## src/rtl/uart_out_arbiter.sv

```systemverilog
// -----------------------------------------------------------------------------
// uart_out_arbiter
//
// Purpose:
//   Arbitrates three message sources onto a single UART output FIFO write
//   port. A three-state FSM (IDLE -> GRANT -> SEND) captures one message,
//   acknowledges its source, then writes it into the FIFO as soon as the FIFO
//   is not full. A stall watchdog pulses stall_err once if the FIFO stays full
//   for STALL_LIMIT consecutive SEND cycles; the message is never dropped.
//
// Configuration:
//   UART_ARB_ROUND_ROBIN_EN  - when defined, round-robin arbitration starting
//                              after the last granted source; when undefined,
//                              fixed priority src0 > src1 > src2.
//   UART_MSG_WIDTH           - message width in bits (defaults to 8).
//
// Parameters:
//   STALL_LIMIT    consecutive full cycles in SEND before stall_err (1..65535)
//
// Ports:
//   clk            system clock
//   n_reset        asynchronous active-low reset
//   src_msg0/1/2   message offered by source 0/1/2
//   src_valid      bit i high: src_msg<i> is offered
//   src_ack        one-cycle pulse on bit i when src_msg<i> was captured
//   uart_out_full  output FIFO full
//   uart_out_msg   message presented to the output FIFO
//   uart_out_req   one-cycle FIFO write strobe
//   stall_err      one-cycle pulse on output stall timeout
//   msgs_sent      wrapping count of uart_out_req pulses
// -----------------------------------------------------------------------------
`ifndef UART_MSG_WIDTH
`define UART_MSG_WIDTH 8
`endif

module uart_out_arbiter #(
    parameter int STALL_LIMIT = 255
) (
    input  logic                       clk,
    input  logic                       n_reset,
    input  logic [`UART_MSG_WIDTH-1:0] src_msg0,
    input  logic [`UART_MSG_WIDTH-1:0] src_msg1,
    input  logic [`UART_MSG_WIDTH-1:0] src_msg2,
    input  logic [2:0]                 src_valid,
    output logic [2:0]                 src_ack,
    input  logic                       uart_out_full,
    output logic [`UART_MSG_WIDTH-1:0] uart_out_msg,
    output logic                       uart_out_req,
    output logic                       stall_err,
    output logic [15:0]                msgs_sent
);

    localparam int MSG_W = `UART_MSG_WIDTH;

    // Saturation value of the stall counter and the value it holds during the
    // full cycle that reaches the limit (that cycle raises stall_err).
    localparam logic [15:0] STALL_MAX = 16'(STALL_LIMIT);
    localparam logic [15:0] STALL_PRE = 16'(STALL_LIMIT - 1);

    typedef enum logic [1:0] {
        IDLE  = 2'd0,
        GRANT = 2'd1,
        SEND  = 2'd2
    } state_t;

    state_t             state_reg;
    state_t             state_next;
    logic [1:0]         winner_reg;
    logic [1:0]         winner_next;
    logic [MSG_W-1:0]   msg_reg;
    logic [MSG_W-1:0]   msg_next;
    logic [15:0]        stall_cnt_reg;
    logic [15:0]        sent_cnt_reg;
    logic               capture;
    logic               req_int;

    // A capture happens only in IDLE; src_valid is ignored in GRANT and SEND.
    assign capture = (state_reg == IDLE) && (src_valid != 3'b000);

    // -------------------------------------------------------------------------
    // Winner selection
    // -------------------------------------------------------------------------
`ifdef UART_ARB_ROUND_ROBIN_EN
    // Index of the most recently granted source; resets to 2 so that the
    // first search after reset begins at source 0.
    logic [1:0] last_grant_reg;
    logic [1:0] cand;
    logic       found;

    function automatic logic [1:0] next_idx(input logic [1:0] idx);
        return (idx == 2'd2) ? 2'd0 : idx + 2'd1;
    endfunction

    // Search upward with wrap, starting one past the last grant.
    always_comb begin
        winner_next = 2'd0;
        found       = 1'b0;
        cand        = next_idx(last_grant_reg);
        for (int k = 0; k < 3; k++) begin
            if (!found && src_valid[cand]) begin
                winner_next = cand;
                found       = 1'b1;
            end
            cand = next_idx(cand);
        end
    end

    always_ff @(posedge clk or negedge n_reset) begin
        if (!n_reset) begin
            last_grant_reg <= 2'd2;
        end else if (capture) begin
            last_grant_reg <= winner_next;
        end
    end
`else
    // Fixed priority: lowest index wins.
    always_comb begin
        if (src_valid[0]) begin
            winner_next = 2'd0;
        end else if (src_valid[1]) begin
            winner_next = 2'd1;
        end else begin
            winner_next = 2'd2;
        end
    end
`endif

    // Message of the selected source.
    always_comb begin
        case (winner_next)
            2'd0:    msg_next = src_msg0;
            2'd1:    msg_next = src_msg1;
            default: msg_next = src_msg2;
        endcase
    end

    // -------------------------------------------------------------------------
    // FSM: state register
    // -------------------------------------------------------------------------
    always_ff @(posedge clk or negedge n_reset) begin
        if (!n_reset) begin
            state_reg <= IDLE;
        end else begin
            state_reg <= state_next;
        end
    end

    // -------------------------------------------------------------------------
    // FSM: next-state logic
    // -------------------------------------------------------------------------
    always_comb begin
        state_next = state_reg;
        case (state_reg)
            IDLE: begin
                if (capture) begin
                    state_next = GRANT;
                end
            end
            GRANT: begin
                state_next = SEND;
            end
            SEND: begin
                // Wait indefinitely while the FIFO is full; the message is
                // held, never dropped.
                if (!uart_out_full) begin
                    state_next = IDLE;
                end
            end
            default: begin
                state_next = IDLE;
            end
        endcase
    end

    // -------------------------------------------------------------------------
    // FSM: outputs
    // -------------------------------------------------------------------------
    always_comb begin
        req_int   = 1'b0;
        stall_err = 1'b0;
        if (state_reg == SEND) begin
            req_int   = !uart_out_full;
            // Pulses in the full cycle that brings the counter to the limit;
            // afterwards the counter sits saturated and never matches again.
            stall_err = uart_out_full && (stall_cnt_reg == STALL_PRE);
        end
    end

    // Ack is decoded from the registered winner; GRANT lasts exactly one
    // cycle so each bit is a single-cycle, one-hot pulse.
    generate
        for (genvar gi = 0; gi < 3; gi++) begin : g_ack
            assign src_ack[gi] = (state_reg == GRANT) && (winner_reg == 2'(gi));
        end
    endgenerate

    assign uart_out_req = req_int;
    assign uart_out_msg = msg_reg;
    assign msgs_sent    = sent_cnt_reg;

    // -------------------------------------------------------------------------
    // Datapath: captured message, winner, stall watchdog, send counter
    // -------------------------------------------------------------------------
    always_ff @(posedge clk or negedge n_reset) begin
        if (!n_reset) begin
            msg_reg       <= '0;
            winner_reg    <= 2'd0;
            stall_cnt_reg <= 16'd0;
            sent_cnt_reg  <= 16'd0;
        end else begin
            // The output message only ever changes on an IDLE capture.
            if (capture) begin
                msg_reg    <= msg_next;
                winner_reg <= winner_next;
            end

            // GRANT is the only way into SEND, so clearing here clears the
            // watchdog on every entry to SEND.
            if (state_reg == GRANT) begin
                stall_cnt_reg <= 16'd0;
            end else if ((state_reg == SEND) && uart_out_full &&
                         (stall_cnt_reg != STALL_MAX)) begin
                stall_cnt_reg <= stall_cnt_reg + 16'd1;
            end

            // Natural 16-bit wrap from 0xFFFF to 0.
            if (req_int) begin
                sent_cnt_reg <= sent_cnt_reg + 16'd1;
            end
        end
    end

endmodule

```

## config.mk

```make
export PLATFORM = sky130hd
export DESIGN_NAME = uart_out_arbiter
export DESIGN_NICKNAME = d
export VERILOG_FILES = /design/src/rtl/uart_out_arbiter.sv
export SDC_FILE = /design/constraint.sdc
export NUM_CORES = 1
export LEC_CHECK = 0
export ABC_CLOCK_PERIOD_IN_PS = 2150
export BUFFER_PORTS_ARGS = -buffer_cell sky130_fd_sc_hd__buf_2
export CAP_MARGIN = 20
export CORE_MARGIN = 5
export CORE_UTILIZATION = 25
export CTS_BUF_LIST = sky130_fd_sc_hd__clkbuf_2
export DETAILED_ROUTE_END_ITERATION = 10
export HOLD_SLACK_MARGIN = 0.1
export SYNTH_ARGS = -nofsm -noshare
export SYNTH_HDL_FRONTEND = slang
export SYNTH_SLANG_ARGS = --single-unit
```

## constraint.sdc

```tcl
create_clock -name clk -period 2.15 [get_ports clk]
set_clock_uncertainty 0.1 [all_clocks]
set_input_delay 0.215 -clock clk [delete_from_list [all_inputs] [get_ports clk]]
set_output_delay 0.215 -clock clk [all_outputs]
set_load 0.1 [all_outputs]
```

==> metrics.txt <==
result of the run complete, but fails checks; violated checks negative setup slack; Starting Density 25.7%; number of enable flip-flop cells after synthesis 0; number of nets in the layout 357; root buffer cell clkbuf_2; ports placed on the boundary 59; clock sink count 44; commonest cells after routing, fill and taps aside buf_2, dfrtp_1, buf_4; critical path class reg -> reg; First-pass DRT Iterations 4; gr ovfl total 0; weighted congestion at the end of routability-driven global placement 0.797; number of distinct library cell variants in the gate-level netlist after synthesis 41; final worst hold slack 0.104 ns; clock insertion delay at the later pin of the skew report 0.42 ns; Tightest Pin Transition 0.597 ns; count of buffers inserted at the top-level ports 58; Data arrival, critical path 2.49 ns; Worst IR Drop VDD 0.794 mV; power share of the sequential group 33.8%; cell with the largest stage delay on the worst path or4_4; critical-path maximum fanout 3; overall die height 105 um; met3 usage in global routing 2.96%; Routed WL per cell 13.2 um; number of standard cells after synthesis 226; switching fraction of total power 53.2%; type of the tightest min-delay check in -> reg; Finish-stage setup viols 4; antenna violations before repair 0; share of async-settable or async-resettable flops after synthesis 100%; met2 demand-to-capacity share in global routing 17.4%; met1 track utilization from global routing 13.2%; leading cell type in the layout, fill and taps excluded buf_2; via count of the first global-routing pass 2120; placeable core area 8720 um2; minimum setup slack in the final design -0.0889 ns; Cell Area, Synth 2240 um2; commonest register cell after synthesis dfrtp_1; die width 105 um; count of final hold-check violations 0; Vias per Instance 4.75; leakage power 0.00150 uW; YS warnings 0; power dissipated by switching net loads 1860 uW; wire length of the first global-routing pass 9720 um; maximum level of the CTS H-tree 2; total via count in the routed design 2057; final period demand of the worst path 2.24 ns; share of post-route cells with drive strength above 1 34.2%; largest net degree at the start of global routing 45; crit start category register; standard-cell row count 34; critical path cell sequence or4_4 > buf_4 > buf_4 > or4_4 > a21o_1 > a21oi_2; relative contribution of the clock network to total power 13.8%; post-layout instance count excluding filler cells 433; clock transition time at the flip-flop clock pins of the worst setup and hold paths 0.25 ns; RSZ-0062 raised after global routing true; clock buffers created by TritonCTS 5; Final Routed Wirelength 5710 um; most used routing layer in global routing met2; diodes inserted 0; FILL cells 894; Worst EP required 2.40 ns; FF+latch count, synth 44; part of the total power dissipated in combinational logic 52.4%; Max-slew headroom 60.1%; Worst Setup End Kind register; All-Layer GR Usage 10.6%; maximum clock frequency 0.447 GHz; remaining antenna violation count after routing 0; biggest cell delay along the critical path 0.57 ns; Iter 0 DRT Violations 50; average size of a mapped cell 9.90 um2; number of violations of the max-capacitance limit 0; Area growth syn-to-layout 43.3%; Synthesized Nets 259; number of cells in the design after placement 394; Max Slew Vio Count 0; power density over cell area 1090 nW/um2; final worst path period share 104%; Worst R2R Setup Slack -0.09 ns; internal power summed over all cells 1640 uW; total half-perimeter wirelength after legalization and detailed placement 3970 um; deepest clock path buffer count 2; sequential area share after synthesis 49.2%; overall die area 10900 um2; DRC errors left 0; CTS tree built
## metrics by stage
step | total power (uW) | setup WS (ns) | util (%) | TNS [ns] | instance area (um2)
after floorplan | 2570 | -0.188 | - | -0.925 | 2300
after global placement | 2980 | 0.147 | 32.5 | 0 | 2840
after detailed placement | 3000 | 0.136 | 32.5 | 0 | 2840
after CTS | 3540 | -0.0920 | 36.2 | -0.0920 | 3160
after global routing | 3690 | -0.169 | 36.8 | -0.404 | 3210
final | 3500 | -0.0889 | 36.8 | -0.175 | 3210
## synthesized netlist by cell type, types with 2 or more instances
master / instances / area [um2]
or4_4: 3 / 33.8
o211ai_1: 5 / 37.5
nor3b_1: 3 / 22.5
inv_1: 5 / 18.8
nor3_1: 5 / 25.0
xnor2_1: 14 / 123
and3_1: 4 / 25.0
nand3_1: 17 / 85.1
nor2b_1: 2 / 12.5
and4_1: 2 / 17.5
nor2_1: 20 / 75.1
nand2_1: 19 / 71.3
mux2i_1: 11 / 110
a21oi_1: 12 / 60.1
xor2_1: 4 / 35.0
clkbuf_1: 6 / 22.5
dfrtp_1: 44 / 1100
nand2b_1: 2 / 12.5
o21ai_0: 12 / 60.1
ha_1: 3 / 37.5
nor4_1: 3 / 18.8
nand4_1: 6 / 37.5
or2_2: 2 / 12.5
o31ai_1: 4 / 30.0
nor4_2: 2 / 25.0
## logic make-up (layout without fill, tap and decap cells)
| kind of cell | Yosys count | in the layout | share of synthesized area [%] |
|---|---|---|---|
| xor+xnor | 18 | 18 | 7.05 |
| flops | 44 | 44 | 49.2 |
| buf+inv | 13 | 112 | 2.24 |
| mux | 12 | 12 | 5.43 |
| fa+ha+maj | 3 | 3 | 1.68 |
| simple gates | 96 | 96 | 23.7 |
| compound gates | 40 | 40 | 10.7 |
## final timing paths
| path | start | end | cells past startpoint |
|---|---|---|---|
| max | stall_cnt_reg[8] | stall_cnt_reg[7] | 6 |
| min | src_msg2[3] | uart_out_msg[3] | 5 |
| max reg2reg | stall_cnt_reg[8] | stall_cnt_reg[7] | 6 |
| min reg2reg | msgs_sent[6] | msgs_sent[6] | 1 |
| max in group asynchronous | n_reset | stall_cnt_reg[1] | 3 |
| min in group asynchronous | n_reset | stall_cnt_reg[3] | 3 |
## final cells by class
type,count,area [um2],share of cell area (%)
clock buffers,5,25.0,0.780
clock inverters,3,42.5,1.33
inverters,5,18.8,0.585
multi-input cells,169,1150,35.9
flip-flops and latches,44,1110,34.7
well taps,108,135,4.21
repair buffers,99,723,22.6
## power groups by stage
| stage | logic, uW | clock network [uW] | registers (uW) |
|---|---|---|---|
| 2_1_floorplan | 579 | 0 | 1990 |
| 3_3_place_gp | 1780 | 0 | 1200 |
| 3_5_place_dp | 1800 | 0 | 1200 |
| 4_1_cts | 1850 | 500 | 1190 |
| 5_1_grt | 1950 | 526 | 1220 |
| 6_report | 1840 | 484 | 1180 |
## layer usage
metal | vias up | part of all wire, %
met5 | - | 0
li1 | 1013 | -
met3 | 7 | 4.7
met4 | 0 | 1.2
met2 | 44 | 50
met1 | 993 | 44
## worst max-delay path, delay by kind of cell, from the launching register on
| family | cells | cell delay (ns) |
|---|---|---|
| DFF | 1 | 0.43 |
| and+or+nand+nor | 2 | 1.06 |
| buffers and inverters | 2 | 0.29 |
| AOI/OAI and AO/OA | 2 | 0.30 |
## timing repair
action	CTS	global route
pin swaps	4	7
hold buffers	18	2
setup endpoints to repair	2	2
buffers inserted	8	3
endpoints found under the hold margin	57	1
resized for setup	4	1
(Power assumes the default switching activity.)
